[config.mk]
export PLATFORM = sky130hd
export DESIGN_NAME = mem_port_arbiter
export DESIGN_NICKNAME = d
export VERILOG_FILES = /design/src/rtl/mem_arb_pkg.sv /design/src/rtl/mem_arb_watchdog.sv /design/src/rtl/mem_port_arbiter.sv
export SDC_FILE = /design/constraint.sdc
export NUM_CORES = 1
export LEC_CHECK = 0
export ABC_AREA = 0
export BUFFER_PORTS_ARGS = -buffer_cell sky130_fd_sc_hd__clkbuf_2
export CAP_MARGIN = 20
export CORE_ASPECT_RATIO = 0.5
export CORE_MARGIN = 2
export CORE_UTILIZATION = 35
export CTS_BUF_LIST = sky130_fd_sc_hd__clkbuf_16
export DETAILED_ROUTE_END_ITERATION = 16
export GPL_ROUTABILITY_DRIVEN = 0
export PLACE_DENSITY = 0.69
export SYNTH_ARGS = -nofsm -noshare
export SYNTH_HDL_FRONTEND = slang
export SYNTH_SLANG_ARGS = --single-unit
[constraint.sdc]
create_clock -name clk -period 2.5 [get_ports clk]
set_input_delay 0.375 -clock clk [delete_from_list [all_inputs] [get_ports clk]]
set_output_delay 0.375 -clock clk [all_outputs]
set_load 0.02 [all_outputs]
[src/rtl/mem_arb_pkg.sv]
// Shared types and constants for the memory port arbiter: FSM encoding,
// requester IDs and the round-robin pick rule.
package mem_arb_pkg;

  localparam int ADDR_W_DEF = 48;
  localparam int DATA_W_DEF = 32;

  typedef enum logic [1:0] {
    IDLE = 2'd0,
    BUSY = 2'd1,
    RESP = 2'd2
  } state_t;

  typedef logic owner_t;

  localparam owner_t OWNER_I = 1'b0;
  localparam owner_t OWNER_D = 1'b1;

  // A lone requester always wins; on a tie the one not served last wins.
  function automatic owner_t rr_pick(input logic i_req, input logic d_req,
                                     input owner_t last_grant);
    if (i_req && d_req) begin
      return (last_grant == OWNER_D) ? OWNER_I : OWNER_D;
    end
    return d_req ? OWNER_D : OWNER_I;
  endfunction

endpackage

[src/rtl/mem_arb_watchdog.sv]
// Cycle counter bounding how long a memory request may wait for m_ready.
// expired is high once TIMEOUT-1 waiting cycles have been counted.
module mem_arb_watchdog #(
  parameter int TIMEOUT = 16
) (
  input  logic clk,
  input  logic reset,
  input  logic clear,
  input  logic enable,
  output logic expired
);

  localparam int CW = $clog2(TIMEOUT);
  localparam logic [CW-1:0] LAST = CW'(TIMEOUT - 1);

  logic [CW-1:0] count;

  // Saturates at LAST so the counter can never wrap even if left enabled.
  always_ff @(posedge clk) begin
    if (reset || clear) begin
      count <= '0;
    end else if (enable && (count != LAST)) begin
      count <= count + CW'(1);
    end
  end

  assign expired = (count == LAST);

endmodule

[src/rtl/mem_port_arbiter.sv]
// Shares one memory port between the instruction-fetch and load/store paths,
// with round-robin arbitration and a watchdog on stalled memory requests.
module mem_port_arbiter
  import mem_arb_pkg::*;
#(
  parameter int ADDR_W  = ADDR_W_DEF,
  parameter int DATA_W  = DATA_W_DEF,
  parameter int TIMEOUT = 16
) (
  input  logic                clk,
  input  logic                reset,
  input  logic                i_req,
  input  logic [ADDR_W-1:0]   i_addr,
  output logic                i_ack,
  output logic [DATA_W-1:0]   i_rdata,
  input  logic                d_req,
  input  logic                d_we,
  input  logic [ADDR_W-1:0]   d_addr,
  input  logic [DATA_W-1:0]   d_wdata,
  input  logic [DATA_W/8-1:0] d_wmask,
  output logic                d_ack,
  output logic [DATA_W-1:0]   d_rdata,
  output logic                err,
  output logic                m_req,
  output logic                m_we,
  output logic [ADDR_W-1:0]   m_addr,
  output logic [DATA_W-1:0]   m_wdata,
  output logic [DATA_W/8-1:0] m_wmask,
  input  logic                m_ready,
  input  logic [DATA_W-1:0]   m_rdata,
  output logic [1:0]          dbg_state
);

  // Handshakes: a requester raises req with stable inputs and holds it until
  // its one-cycle ack. Memory sees m_req with constant m_* fields; a transfer
  // completes on any edge where m_req && m_ready, m_ready alone is ignored.

  state_t              state, state_nxt;
  owner_t              owner, last_grant, grant_owner;
  logic                grant, capture, cap_err;
  logic                wd_en, wd_expired;
  logic [DATA_W-1:0]   resp_rdata;
  logic                resp_err;

  mem_arb_watchdog #(.TIMEOUT(TIMEOUT)) u_watchdog (
    .clk     (clk),
    .reset   (reset),
    .clear   (grant),
    .enable  (wd_en),
    .expired (wd_expired)
  );

  always_comb begin
    state_nxt   = state;
    grant       = 1'b0;
    grant_owner = owner;
    capture     = 1'b0;
    cap_err     = 1'b0;
    wd_en       = 1'b0;
    case (state)
      IDLE: begin
        if (i_req || d_req) begin
          grant       = 1'b1;
          grant_owner = rr_pick(i_req, d_req, last_grant);
          state_nxt   = BUSY;
        end
      end
      BUSY: begin
        if (m_ready) begin
          capture   = 1'b1;
          state_nxt = RESP;
        end else if (wd_expired) begin
          capture   = 1'b1;
          cap_err   = 1'b1;
          state_nxt = RESP;
        end else begin
          wd_en = 1'b1;
        end
      end
      RESP:    state_nxt = IDLE;
      default: state_nxt = IDLE;
    endcase
  end

  always_ff @(posedge clk) begin
    if (reset) begin
      state      <= IDLE;
      owner      <= OWNER_I;
      last_grant <= OWNER_D;
      m_we       <= 1'b0;
      m_addr     <= '0;
      m_wdata    <= '0;
      m_wmask    <= '0;
      resp_rdata <= '0;
      resp_err   <= 1'b0;
    end else begin
      state <= state_nxt;
      if (grant) begin
        owner      <= grant_owner;
        last_grant <= grant_owner;
        if (grant_owner == OWNER_D) begin
          m_addr  <= d_addr;
          m_we    <= d_we;
          m_wdata <= d_wdata;
          m_wmask <= d_we ? d_wmask : '0;
        end else begin
          m_addr  <= i_addr;
          m_we    <= 1'b0;
          m_wdata <= '0;
          m_wmask <= '0;
        end
      end
      // Stores and timeouts return zero data so stale bus values never leak.
      if (capture) begin
        resp_err   <= cap_err;
        resp_rdata <= (cap_err || m_we) ? '0 : m_rdata;
      end
    end
  end

  assign m_req     = (state == BUSY);
  assign i_ack     = (state == RESP) && (owner == OWNER_I);
  assign d_ack     = (state == RESP) && (owner == OWNER_D);
  assign i_rdata   = i_ack ? resp_rdata : '0;
  assign d_rdata   = d_ack ? resp_rdata : '0;
  assign err       = (state == RESP) && resp_err;
  assign dbg_state = state;

endmodule
Word level (Yosys, flattened, before mapping):

Cells that the tools add are included.

* $add $sub $neg: 1
* eq/ne operators: 6
* muxes and demuxes: 31
* bitwise operators: 1
* reductions and logical operators: 10

Operators by type and width (count)
* two-way mux 32 bit: 4
* two-way mux 48 bit: 1
* two-way mux 1 bit: 20
* two-way mux 4 bit: 2
* two-way mux 2 bit: 3
* logical AND 1 bit: 5
* adder 4 x 1 -> 4 bit, second input constant: 1
* == test 4 bit, second input constant: 1
* inequality test 4 bit, second input constant: 1
* case mux 2 bit (2 select lines): 1
* logical OR 1 bit: 3
* inequality test 3 x 1 -> 1 bit, second input constant: 1
* == test 2 x 1 -> 1 bit, second input constant: 1
* == test 2 bit, second input constant: 1
* logical NOT 2 bit: 1
* inequality test 2 bit, second input constant: 1
* AND reduction 2 bit: 1
* NOT 1 bit: 1

* bits in registers: 126
* input bits: 170
* output and inout port bits: 155
* word-level logic and storage cells: 59

Logic depth before layout (Yosys ltp):

* word-level depth: 8
* gate-level depth with buffers: 7
* gate-level depth less buffers: 5

Modules after synthesis:

From an unflattened synthesis, not the netlist that was laid out.

* cell total of the unflattened synthesis: 707
* area total of the unflattened synthesis: 5813.1 um^2

By module, submodules not included
* mem_port_arbiter: instances 1, cells each 685, area each 5601.6 um^2
* mem_arb_watchdog: instances 1, cells each 22, area each 211.5 um^2

Least setup slack after synthesis:

Ideal clock, no wire load.

* path kind: register -> output
* start point: register state[1], in the netlist dbg_state[1]
* end point: output port i_rdata[22]
* data arrival time: 1.551 ns
* setup slack: 0.574 ns
* stages on the path, launching flop included: 4
* buffers on the path: 1
* path through: dfxtp_1 > nor3b_1 > clkbuf_1 > and2_1

* word-level cells in the longest chain between the ends: 3

Ends and longest elaborated chain
* from (decl): line mem_port_arbiter.sv:38 `state_t state, state_nxt;`
* from (signal assigned): line mem_port_arbiter.sv:97 `state <= state_nxt;`
* == test 2 bit: line mem_port_arbiter.sv:122 `assign i_ack = (state == RESP) && (owner == OWNER_I);`
* logical AND 1 bit: line mem_port_arbiter.sv:122
* named net i_ack: line mem_port_arbiter.sv:14 `output logic i_ack,`
* two-way mux 32 bit: line mem_port_arbiter.sv:124 `assign i_rdata = i_ack ? resp_rdata : '0;`
* to (decl): line mem_port_arbiter.sv:15 `output logic [DATA_W-1:0] i_rdata,`

The timed path passes the listed nets, and every way through them passes these cells.

Final worst setup path:

* start point: register state[0], in the netlist dbg_state[0]
* end point: output port d_rdata[14]

* word-level cells in the longest chain between the ends: 3

Ends and longest elaborated chain
* == test 2 bit: line mem_port_arbiter.sv:123 `assign d_ack = (state == RESP) && (owner == OWNER_D);`
* logical AND 1 bit: line mem_port_arbiter.sv:123
* two-way mux 32 bit: line mem_port_arbiter.sv:125 `assign d_rdata = d_ack ? resp_rdata : '0;`
* to (decl): line mem_port_arbiter.sv:22 `output logic [DATA_W-1:0] d_rdata,`

Every way passes these cells.

==> metrics <==
status=finished, final reports clean; Final min period=just over 2000 ps; area delta synth->final=48.9%; RSZ-0062 raised after global routing=no; first-pass GRT wire length=21.6 mm; post-CTS setup buffer count=0; Hold Fails Final Rpt=0; clk_skew=5.46 ps; Mean Syn Cell Area=~11 um^2; CTS Buf Count=17; DR vias=4676; clk sinks=126; DR WL/cell=14.9 um; Syn Nets=between 600 and 700; relative slew slack=between 60 and 70%; placed inst area=6770 um^2; Die X=172 um; IO Pins=325; Reg clk slew, reported paths=50 ps; post-route ant nets=0; max cap viols=0; Sequential cell area=2520 um^2; post-synth top area share=50.9%; Rows=30; leading cell types in the layout, fill and taps excluded=clkbuf_2, dfxtp_1, and2_1, mux2i_1, o2bb2ai_1; Yosys reg bits=~130; GR Util All Layers=18.3%; Final period util=81.8%; Crit Path Max Fanout=33; initial antenna violation count=0; total of warnings raised by yosys=0; DP Worst Slack=132 ps; Detailed Route WL=around 15 mm; Leakage=3.78 nW; die area=~15000 um^2; initial core utilization=36.2%; Clk Tree Root Cell=clkbuf_16; Least-Margin Pin Slew=509 ps; largest net degree at the start of global routing=53; Setup TNS Final=0 ps; CTS tree=yes; Critical Path AT=1670 ps; count of port buffers added during placement=324; Iter 0 DRT Violations=215; worst skew pair latency=400 ps; Core Util, Final=53.9%; Fillers=1266; vias in the first global route=4317; Final nets=954; Yosys cell types=32; Die Ht=88.1 um; WP data required=2120 ps; post-synth top area cell=dfxtp_1; Design Area, Final=7380 um^2; area of the mapped netlist=between 4000 and 5000 um^2; H-tree levels=4; # setup viols final=0; hold buffers post-CTS=0; synth top area cells=dfxtp_1, mux2i_1, o2bb2ai_1, and2_1, a22o_1; DRC Markers=0; R2R Setup Slk=580 ps; Max VDD drop=357 uV; worst min-delay path class=in -> reg; Core Area=13700 um^2; CTS resizes=0; setup ws final=around 450 ps; Max Slew Vio Count=0; most common cell after layout, fill and taps aside=clkbuf_2; DP HPWL=around 11 mm; grt ovf=0; # diodes=0; ratio of cells with drive above 1 in the final layout=46.0%; Detailed Routing Iterations Pass 1=4; fmax=489 MHz; crit end category=output pin; critical path class=reg -> out; Seq/Total Area, Yosys=between 50% and 60%; Syn Inst Count=467; pwr dens=between 700 and 800 nW/um^2; CP Launch Type=flip-flop; CTS max path bufs=2; Via density=4.74; multi-input logic area=2280 um^2
[worst paths after layout]
path                                           startpoint                      end  cells past startpoint
worst max-delay path            dbg_state[0]$_SDFFE_PP0P_              d_rdata[14]                      5
worst min-delay path                           d_wdata[9]  m_wdata[9]$_SDFFE_PP0P_                      2
worst max register to register  dbg_state[1]$_SDFFE_PP0P_  m_addr[16]$_SDFFE_PP0P_                      6
worst min register to register     m_addr[4]$_SDFFE_PP0P_   m_addr[4]$_SDFFE_PP0P_                      1
[stage by stage]
| stage | total power, mW | hold slack, ps | cells |
|---|---|---|---|
| finish | 5.56 | 184 | 987 |
| global route | 5.79 | 176 | 987 |
| CTS | 5.62 | 171 | 986 |
| detailed placement | 3.13 | 447 | 955 |
| global placement | 3.12 | 444 | 955 |
| floorplan | 2.78 | 449 | 467 |
[state kept, by name (all words and copies together) (netlist names)]
name and flops:
m_we 1, u_watchdog.count 4, owner 1, m_wdata 32, dbg_state 2, m_addr 48, m_wmask 4, last_grant 1
resp_err 1, resp_rdata 32
[power by group]
group          internal, mW  leakage, nW  switching, mW
clock network          1.63        0.301          0.831
logic                 0.366         2.45          0.493
registers              2.15         1.03         0.0831
[per-layer routing]
layer | global-route usage (%) | vias to the layer above | routed length [um] | part of all wire, %
met1 | 21.8 | 2167 | 6310 | 43
met3 | 4.65 | 24 | 690 | 4.7
met2 | 32.5 | 146 | 7450 | 51
li1 | - | 2339 | - | -
met5 | 0 | - | 0 | 0
met4 | 6.80 | 0 | 250 | 1.7
[synth_stat cells]
library cell and instances:
a211oi_1 1, buf_2 5, a32oi_2 1, clkbuf_1 28, nand3_1 3, a22oi_1 32, xor2_1 3, nand2_1 4
o2bb2ai_1 48, mux2i_1 48, nor2_1 40, nor2b_1 1, buf_1 3, nor3b_1 1, a22o_1 33, and3_1 1
dfxtp_1 126, ha_1 1, or3b_1 1, o21ai_0 1, a211o_1 1, o21a_1 1, nand2b_1 3, and3b_1 3
buf_6 2, nor3b_2 1, and2_1 64, a31oi_1 1, buf_4 3, a41oi_1 1, a21oi_1 2, a32o_1 4
[worst max-delay path, stage by stage (launching register included)]
cell and delay (ps):
dfxtp_1 300, buf_4 150, and3b_1 200, buf_4 270, and2_1 180, clkbuf_2 160
[final cells by class]
type | instances | area share, %
clock buffers | 17 | 5.77
clock inverters | 14 | 2.17
multi-input cells | 300 | 30.9
flip-flops and latches | 126 | 34.2
well taps | 192 | 3.26
repair buffers | 338 | 23.7
[cells by family (layout without fill, tap and decap cells)]
group | Yosys count | count (layout) | synth area share, %
AOI/OAI and AO/OA | 126 | 126 | 21.4
xor gates and xnor gates | 3 | 3 | 0.530
adders and majority gates | 1 | 1 | 0.252
buffers and inverters | 41 | 369 | 3.76
DFF | 126 | 126 | 50.9
muxes | 48 | 48 | 9.70
and+or+nand+nor | 122 | 122 | 13.5
(Power assumes the default switching activity.)
